==> src/rtl/multiplier_nbits_sequential.sv <==
// Iterative shift-add multiplier: one multiplier bit per cycle, unsigned or
// two's-complement mode per operation, valid/ready handshakes on both sides.
// Signed operands are reduced to magnitudes on accept; the sign is applied
// once in FIX, so the CALC datapath is purely unsigned.
module multiplier_nbits_sequential #(
    parameter int unsigned WIDTH = 4
) (
    input  logic                 clk,
    input  logic                 rst,
    input  logic                 in_valid,
    output logic                 in_ready,
    input  logic [WIDTH-1:0]     A,
    input  logic [WIDTH-1:0]     B,
    input  logic                 is_signed,
    output logic                 out_valid,
    input  logic                 out_ready,
    output logic [2*WIDTH-1:0]   product
);

    localparam int unsigned CW = $clog2(WIDTH + 1);

    typedef enum logic [1:0] {IDLE, CALC, FIX, DONE} state_t;

    state_t               state;
    state_t               state_next;
    logic [2*WIDTH-1:0]   mcand;
    logic [2*WIDTH-1:0]   acc;
    logic [WIDTH-1:0]     mplier;
    logic [CW-1:0]        cnt;
    logic                 neg;
    logic [WIDTH-1:0]     mag_a;
    logic [WIDTH-1:0]     mag_b;

    // Operand magnitudes; -2^(WIDTH-1) negates to itself, which is its correct unsigned magnitude.
    always_comb begin
        mag_a = (is_signed && A[WIDTH-1]) ? -A : A;
        mag_b = (is_signed && B[WIDTH-1]) ? -B : B;
    end

    // State register with synchronous reset.
    always_ff @(posedge clk) begin
        if (rst) state <= IDLE;
        else     state <= state_next;
    end

    // Next-state logic and handshake outputs.
    always_comb begin
        state_next = state;
        in_ready   = 1'b0;
        out_valid  = 1'b0;
        case (state)
            IDLE: begin
                in_ready = 1'b1;
                if (in_valid) state_next = CALC;
            end
            CALC: begin
                if (cnt == CW'(1)) state_next = FIX;
            end
            FIX: begin
                state_next = DONE;
            end
            DONE: begin
                out_valid = 1'b1;
                if (out_ready) state_next = IDLE;
            end
            default: state_next = IDLE;
        endcase
    end

    // Datapath: capture on accept, one shift-add step per CALC cycle, sign fix-up in FIX.
    always_ff @(posedge clk) begin
        if (rst) begin
            mcand   <= '0;
            acc     <= '0;
            mplier  <= '0;
            cnt     <= '0;
            neg     <= 1'b0;
            product <= '0;
        end else begin
            case (state)
                IDLE: begin
                    if (in_valid) begin
                        mcand  <= {{WIDTH{1'b0}}, mag_a};
                        mplier <= mag_b;
                        acc    <= '0;
                        cnt    <= CW'(WIDTH);
                        neg    <= is_signed & (A[WIDTH-1] ^ B[WIDTH-1]);
                    end
                end
                CALC: begin
                    if (mplier[0]) acc <= acc + mcand;
                    mcand  <= mcand << 1;
                    mplier <= mplier >> 1;
                    cnt    <= cnt - CW'(1);
                end
                FIX: begin
                    product <= neg ? -acc : acc;
                end
                default: ;
            endcase
        end
    end

endmodule

==> config.mk <==
export PLATFORM = sky130hd
export DESIGN_NAME = multiplier_nbits_sequential
export DESIGN_NICKNAME = d
export VERILOG_FILES = /design/src/rtl/multiplier_nbits_sequential.sv
export SDC_FILE = /design/constraint.sdc
export NUM_CORES = 1
export LEC_CHECK = 0
export ABC_AREA = 1
export CAP_MARGIN = 20
export CORE_MARGIN = 8
export CORE_UTILIZATION = 30
export DETAILED_ROUTE_END_ITERATION = 12
export PLACE_DENSITY = 0.48
export RECOVER_POWER = 25
export REMOVE_ABC_BUFFERS = 1
export SYNTH_ARGS = -nofsm -noshare
export SYNTH_HDL_FRONTEND = slang
export SYNTH_SLANG_ARGS = --single-unit
==> constraint.sdc <==
create_clock -name clk -period 1.5 [get_ports clk]
set_input_delay 0.3 -clock clk [delete_from_list [all_inputs] [get_ports clk]]
set_output_delay 0.3 -clock clk [all_outputs]
set_load 0.02 [all_outputs]
Yosys cells after proc, flatten, opt, wreduce, memory -nomap -nowiden
Index checks and enable logic that the tools add are counted.
{"block": "totals", "word_cells": 48, "in_bits": 13, "register_bits": 34}
{"block": "classes", "n_bitwise": 2, "reduce_logical": 8, "eq_ne": 8, "n_addsub": 5, "muxes": 18}
{"cell": "two-way mux 8 bit", "n": 4}
{"cell": "one-hot mux 8 bit (2 select lines)", "n": 2}
{"cell": "two-way mux 4 bit", "n": 3}
{"cell": "adder 8 bit", "n": 1}
{"cell": "!= test 2 bit (second input constant)", "n": 4}
{"cell": "negator 4 bit", "n": 2}
{"cell": "negator 8 bit", "n": 1}
{"cell": "one-hot mux 2 bit (4 select lines)", "n": 1}
{"cell": "one-hot mux 4 bit (2 select lines)", "n": 1}
{"cell": "two-way mux 2 bit", "n": 3}
{"cell": "one-hot mux 3 bit (2 select lines)", "n": 1}
{"cell": "AND reduction 3 bit", "n": 2}
{"cell": "equality test 2 bit (second input constant)", "n": 2}
{"cell": "AND reduction 2 bit", "n": 2}
{"cell": "equality test 3 x 1 -> 1 bit (second input constant)", "n": 1}
{"cell": "two-way mux 3 bit", "n": 1}
{"cell": "subtractor 3 x 1 -> 3 bit (second input constant)", "n": 1}
{"cell": "equality test 2 x 1 -> 1 bit (second input constant)", "n": 1}
{"cell": "logical AND 1 bit", "n": 2}
{"cell": "zero test 2 bit", "n": 1}
{"cell": "two-way mux 1 bit", "n": 2}
{"cell": "nonzero test 2 bit", "n": 1}
{"cell": "AND 1 bit", "n": 1}
{"cell": "XOR 1 bit", "n": 1}

Depth between registers and ports, before layout
Gate-level depths: netlist (run 1).
{"block": "logic_depth", "ltp_word": 4, "depth_mapped": 9}

Worst setup path after synthesis (run 1)
Ideal clock, no wire load.
{"block": "synth_timing", "path_kind": "register to register", "from": "reg state[0]", "to": "reg mcand[1]", "setup_time_ns": 0.120, "path_buffers": 1, "t_arrival_ns": 1.446, "path_slack_ns": -0.066, "stages_incl_launch_ff": 9, "cell_sequence": "dfxtp_1 -> inv_1 -> ha_1 -> nand2_2 -> o21ai_4 -> inv_2 -> buf_6 -> a21oi_1 -> a21oi_1"}
{"block": "synth_between", "elab_chain_len": 3, "word_cells_on_any_way": 6, "cone_classes": "2 x eq/ne; 1 x mux; 3 x reduce/logical"}
{"item": "start: declaration", "line": "24", "rtl": "state_t state;"}
{"item": "start signal: assignment", "line": "43", "rtl": "else state <= state_next;"}
{"item": "equality test 2 x 1 -> 1 bit or zero test 2 bit (tied branches)", "line": "80", "rtl": "case (state)"}
{"item": "nonzero test 2 bit (no source line) or != test 2 bit (tied branches)"}
{"item": "AND reduction 2 bit (no source line)"}
{"item": "end signal: assignment", "line": "83", "rtl": "mcand <= {{WIDTH{1'b0}}, mag_a};"}
{"item": "end signal: assignment", "line": "92", "rtl": "mcand <= mcand << 1;"}
{"item": "end: declaration", "line": "26", "rtl": "logic [2*WIDTH-1:0] mcand;"}
Several ways; a longest one is shown, not always the timed one.
A chain may end at the register's enable or synchronous reset.

Worst setup path after layout (run 1)
{"block": "layout_timing", "from": "reg state[1]", "to": "reg mplier[1]"}
{"block": "layout_between", "elab_chain_len": 3, "word_cells_on_any_way": 6, "cone_classes": "2 x eq/ne; 1 x mux; 3 x reduce/logical"}
{"item": "equality test 2 x 1 -> 1 bit or zero test 2 bit (tied branches)", "line": "80"}
{"item": "nonzero test 2 bit (no source line) or != test 2 bit (tied branches)"}
{"item": "AND reduction 2 bit (no source line)"}
{"item": "end signal: assignment", "line": "84", "rtl": "mplier <= mag_b;"}
{"item": "end signal: assignment", "line": "93", "rtl": "mplier <= mplier >> 1;"}
{"item": "end: declaration", "line": "28", "rtl": "logic [WIDTH-1:0] mplier;"}
Several ways; a longest one is shown, not always the timed one.

==> flow_summary.ini, run 1 <==
[synthesis]
syn_area_per_cell_sq_um = 7.04
synth_cells = 286
synth.mux.area_fraction = 0
synth-simple-area-share = 0.239
ys_types = 26
synth_xor_area_frac = 0.0348
ys_warn_count = 0
synth_compound_area_frac = 0.173
synth_top_flop_cell = dfxtp_1
ys_seq_area_frac = 0.338
synth_fa_ha_area_frac = 0.109
synth_top_family_by_area = simple AND/OR/NAND/NOR gates
syn_area_sq_mm = 0.00201
synth_edf_count = 0
synth-seq-cells = 34
async_flop_share = 0

[cts]
cts_buffer_depth = 2
hold_buffers = 0
clock_latency_ns = 0.29
clockRootBuffer = clkbuf_8
clk_pin_slew_ns = 0.07
h-tree-depth = 2
numCtsBuffers = 5
clkSinkCount = 34
cts_tree = done

[placed_design]
port_buffers = 22
gp_congestion = 0.765
dp_hpwl_mm = 3.66

[power]
power_frac_seq = 0.277
p_per_area_mw_per_mm2 = 1620
swShare = 0.397
p_int_uw = 2810
power_frac_comb = 0.549
peakVddDrop_v = 0.00106
leakagePower_uw = 0.00132
p_sw_uw = 1860
clkPwrFrac = 0.174

[setup_path]
crit_cells = 8
startpoint = state[1]$_SDFFE_PP0P_
crit_path_top_delay_cell = dfxtp_2
cpPeakStageDelay_ns = 0.33
reg2regPathDepth = 8
path_max_fanout = 7
start_kind = flip-flop
crit_family = buffers and inverters
critical_path_class = reg -> reg
required_ns = 1.67
regToRegSetupSlack_ns = 0.04
cp_common_cell = buf_6
cp_num_buf_inv = 4
r2r_start = state[1]$_SDFFE_PP0P_
worstPathCellList = inv_2 > ha_4 > buf_6 > o21ai_4 > clkinv_4 > buf_6 > a21oi_2 > a21oi_1
worstPathArrival_ns = 1.63
end_kind = flip-flop

[sta]
finalCritPeriodShare = 0.975
finalClockSkew_ns = 0.00928
finalHoldViolations = 0
timing.final.max_slew_violations = 0
slew_headroom = 0.760
period_needed_ns = 1.46
setup_viol = 0
fmax_ghz = 0.684
rsz0062_at_grt = true
tightest_slew_ns = 0.360
fin_hold_ws_ns = 0.465

[global_route]
grt_pass1_wl_mm = 8.45
grt_max_degree = 18
antenna_found_initial = 0
gr-usage-all-layers = 0.106
grt-ovfl-total = 0
grt_pass1_vias = 1885

[route]
ant_nets = 0
drt_wl_total_mm = 4.88
viasPerCell = 4.53
drc = 0
routedWlPerCell_um = 11.4
firstDrtPassIters = 4
vias = 1939
dr.first_iter.drc_count = 78

[floorplan]
core-area_sq_mm = 0.00664
dieArea_sq_mm = 0.00959
io_pins = 23
die_w_um = 97.9
num_rows = 30
initial_core_util = 0.303
chipHeight_um = 97.9

[run]
maxCapViolations = 0

[finish]
drive_above_1_share = 0.267
fillers = 713
final_nets = 377
fin_util = 0.433
seq_area_sq_um = 687
multi_input_area_sq_mm = 0.00127
antennaDiodeCount = 0
area_growth_pct = 43.0

[hold_path]
hp-class = reg -> reg
holdPathStages = 2
hold_path.startpoint = mplier[3]$_SDFFE_PP0P_

[status]
status = complete, no violations
## power groups by stage
stage | combinational [uW] | sequential (uW) | clock [uW]
6_report | 2560 | 1290 | 813
5_1_grt | 2870 | 1320 | 885
4_1_cts | 2200 | 1270 | 848
3_5_place_dp | 2180 | 1290 | 0
3_3_place_gp | 2180 | 1280 | 0
2_1_floorplan | 1170 | 1350 | 0
## layer usage
metal  global-route usage  up-vias  wire [um]
li1                     -     1048          -
met2                0.171       33       2250
met5                    0        -          0
met4               0.0324        0         46
met1                0.135      852       2460
met3               0.0256        6        126
## sequential cells by signal (all words and copies together), names as in the netlist
| signal | count |
|---|---|
| acc | 8 |
| cnt | 3 |
| mcand | 8 |
| mplier | 4 |
| neg | 1 |
| product | 8 |
| state | 2 |
## path summary, 6_finish.rpt
path / end
setup / recovery: mplier[1]$_SDFFE_PP0P_
hold / removal: mplier[3]$_SDFFE_PP0P_
setup reg to reg: mplier[1]$_SDFFE_PP0P_
hold reg to reg: mplier[3]$_SDFFE_PP0P_
## cells in the mapped netlist (2+ instances only)
cell type	n	area share
or2_2	3	0.0093
a21oi_1	34	0.085
buf_6	2	0.011
o21ai_0	13	0.032
dfxtp_1	34	0.34
nor2_1	21	0.039
inv_2	2	0.0037
o21ai_4	2	0.016
clkbuf_1	4	0.0075
inv_1	42	0.078
nand2_1	63	0.12
nand3_1	19	0.047
o211ai_1	8	0.030
buf_2	2	0.0050
xor2_1	8	0.035
nor3_1	4	0.0099
ha_1	16	0.099
## layout make-up
class	count	area share
multi-input combinational	200	0.443
sequential	34	0.239
tap	80	0.0348
clock buffer	8	0.0382
timing repair buffer	62	0.186
inverter	44	0.0600
## cells by family (layout without fill, tap and decap cells)
group / after synthesis / in the layout
AOI/OAI and AO/OA: 60 / 60
and+or+nand+nor: 115 / 115
xor gates and xnor gates: 8 / 8
adders and majority gates: 17 / 17
DFF: 34 / 34
buffers and inverters: 52 / 114
## worst min-delay path, cell delays in order, from the launching register on
cell	delay (ns)
dfxtp_1	0.31
nand2_1	0.06
a21oi_1	0.05
## per-stage QoR
step | power [uW] | area (sq um) | worst slack [ns] | cells | TNS, ns
finish | 4670 | 2880 | 0.0381 | 428 | 0
global route | 5070 | 2880 | -0.0422 | 428 | -0.188
CTS | 4310 | 2700 | 0.00190 | 423 | 0
detailed placement | 3470 | 2560 | -0.0849 | 415 | -0.846
global placement | 3460 | 2560 | -0.0840 | 415 | -0.501
floorplan | 2520 | 1970 | -0.0632 | 278 | -0.364
## cells in the final DEF (no fill, tap or decap), types with 6 or more instances in the layout
cell and instances:
clkbuf_8 8, a21oi_2 6, a21oi_1 28, inv_1 38, clkdlybuf4s50_1 11, xor2_1 8
ha_4 7, nand2_2 7, dfxtp_1 29, nand3_1 17, dlygate4sd2_1 8, buf_4 35
nor2_1 20, o211ai_1 8, o21ai_0 10, nand2_1 57, ha_1 8
## what timing repair did
item                                    4_1_cts  5_1_grt
pin swaps                                     5        5
buffers inserted                              0        5
endpoints found under the setup margin       22       28
resized for setup                            32       40
hold endpoints to repair                      0        0
No activity file was read; power rests on OpenSTA's default activity.
==> inputs of run 2 (changes only) <==
- HOLD_SLACK_MARGIN: default -> 0.12
==> results of run 2 <==
Same layout as run 1: the final DEF is identical, and so are final timing and power.
==> inputs of run 3 (changes only) <==
- DONT_BUFFER_PORTS: default -> 1
- PLACE_DENSITY: 0.48 -> 0.43
==> run 3 against run 2 <==
Cell count decreased by 11%. Die area unchanged. Hold slack got worse by 0.39 ns. Global-route usage decreased by 0.68 points. Critical endpoint is now acc[2]$_SDFFE_PP0P_. Critical path depth decreased by 3. Power decreased by 14%. Sequential share of layout area increased by 4.6 points. Clock power decreased by 16%. Combinational power decreased by 23%. First-iteration DRC count decreased by 44%. Sequential cell count unchanged. Count of clock-buffer cells in the layout decreased by 2. Largest cell class unchanged.
==> flow_summary.ini, run 3 (synthesis results as in run 1) <==
[finish]
seq_area_sq_um = 684
final_common_cell = nand2_1
drive_above_1_share = 0.178
fillers = 723
layout_common_cells = 60 x nand2_1, 40 x inv_1, 31 x a21oi_1, 31 x dfxtp_1, 21 x nor2_1
final_nets = 334
antennaDiodeCount = 0
reg_top3 = acc: 8 flops, mcand: 8 flops, product: 8 flops
area_growth_pct = 19.5
multi_input_area_sq_mm = 0.00120

[sta]
fin_hold_ws_ns = 0.0759
timing.final.max_slew_violations = 0
rsz0062_at_grt = true
finalCritPeriodShare = 0.971
fmax_ghz = 0.687
finalClockSkew_ns = 0.00378
setup_viol = 0
finalHoldViolations = 0
worst_slack_ns = 0.0441
slew_headroom = 0.752
tightest_slew_ns = 0.372
period_needed_ns = 1.46

[global_route]
antenna_found_initial = 0
grt_pass1_wl_mm = 7.85
grt_max_degree = 24
grt-ovfl-total = 0
grt_pass1_vias = 1747
gr-usage-all-layers = 0.0991

[power]
swShare = 0.413
p_sw_uw = 1660
peakVddDrop_v = 0.000790
p_int_uw = 2360
power_frac_seq = 0.344
p_per_area_mw_per_mm2 = 1670
clkPwrFrac = 0.169
power_frac_comb = 0.487
leakagePower_uw = 0.00109

[cts]
clkSinkCount = 34
clockRootBuffer = clkbuf_8
cts_tree = done
clk_pin_slew_ns = 0.07
clock_latency_ns = 0.28
h-tree-depth = 2
cts_buffer_depth = 2
numCtsBuffers = 5

[route]
vias = 1771
drt_wl_total_mm = 4.62
wl_met3_um = 213
routedWlPerCell_um = 12.0
dr.first_iter.drc_count = 44
met2_wirelength_mm = 2.10
ant_nets = 0
firstDrtPassIters = 4
top_layer_used = met4
viasPerCell = 4.62
m1WireLength_mm = 2.28
drc = 0

[floorplan]
initial_core_util = 0.303
core-area_sq_mm = 0.00664
io_pins = 23
chipHeight_um = 97.9
num_rows = 30
dieArea_sq_mm = 0.00959
die_w_um = 97.9

[setup_path]
start_kind = flip-flop
end_kind = flip-flop
worstPathArrival_ns = 1.62
cp_num_buf_inv = 0
cpPeakStageDelay_ns = 0.37
path_max_fanout = 3
worstPathCellList = ha_4 > fa_2 > or2_2 > a21oi_2 > a211oi_1
crit_path_top_delay_cell = fa_2
critical_path_class = reg -> reg
crit_family = adder cells
required_ns = 1.66

[placed_design]
dp_hpwl_mm = 3.48
port_buffers = 0
gp_congestion = 0.754
place_ws_ns = -0.0930

[status]
status = complete, no violations

[hold_path]
hp-class = in -> reg

[run]
maxCapViolations = 0
[run 3: changes by cell type in the layout (fill, tap and decap cells not counted), moves of 4 or more]
cell	before	now
buf_4	35	17
buf_6	5	0
clkdlybuf4s50_1	11	0
dlygate4sd2_1	8	0
ha_4	7	3
[run 3: worst register-to-register path: stages (launching register included)]
cell	delay, ns
dfxtp_2	0.34
ha_4	0.16
fa_2	0.37
or2_2	0.31
a21oi_2	0.12
a211oi_1	0.05
[run 3: area by class of cell]
cell class / count / share of cell area
Clock buffer: 6 / 0.0343
Sequential cell: 34 / 0.284
Inverter: 44 / 0.0697
Timing Repair Buffer: 19 / 0.0697
Multi-Input combinational cell: 200 / 0.500
Tap cell: 80 / 0.0416
[run 3: final timing paths]
kind	slack (ns)	depth (start not counted)	start	to
max	0.04	5	acc[0]$_SDFFE_PP0P_	acc[2]$_SDFFE_PP0P_
min	0.08	1	rst	acc[1]$_SDFFE_PP0P_
max reg2reg	0.04	5	acc[0]$_SDFFE_PP0P_	acc[2]$_SDFFE_PP0P_
min reg2reg	0.46	2	mplier[2]$_SDFFE_PP0P_	mplier[2]$_SDFFE_PP0P_
[run 3: what timing repair did]
action,in CTS,in global routing
gates resized for setup,5,21
endpoints found under the hold margin,19,19
buffers inserted,0,3
endpoints found under the setup margin,11,17
pin swaps,0,6
[run 3: power groups by stage]
stage / sequential [uW] / clock [uW] / combinational (uW)
6_report: 1380 / 679 / 1960
4_1_cts: 1370 / 709 / 1750
2_1_floorplan: 1350 / 0 / 1170
5_1_grt: 1410 / 744 / 2220
3_5_place_dp: 1390 / 0 / 1710
3_3_place_gp: 1390 / 0 / 1730
[run 3: layer usage]
layer  vias to the layer above  track usage
met5                         -            0
met1                       792        0.115
met4                         0       0.0252
met2                        20        0.170
li1                        957            -
met3                         2       0.0334
[run 3: stage by stage]
| stage | instances | setup TNS (ns) | total power, uW | utilization | area [sq um] |
|---|---|---|---|---|---|
| global route | 383 | -0.0603 | 4380 | 0.362 | 2410 |
| floorplan | 278 | -0.364 | 2520 | - | 1970 |
| global placement | 374 | -0.159 | 3120 | 0.331 | 2200 |
| CTS | 380 | -0.0160 | 3830 | 0.346 | 2300 |
| finish | 383 | 0 | 4020 | 0.362 | 2410 |
| detailed placement | 374 | -0.314 | 3100 | 0.331 | 2200 |
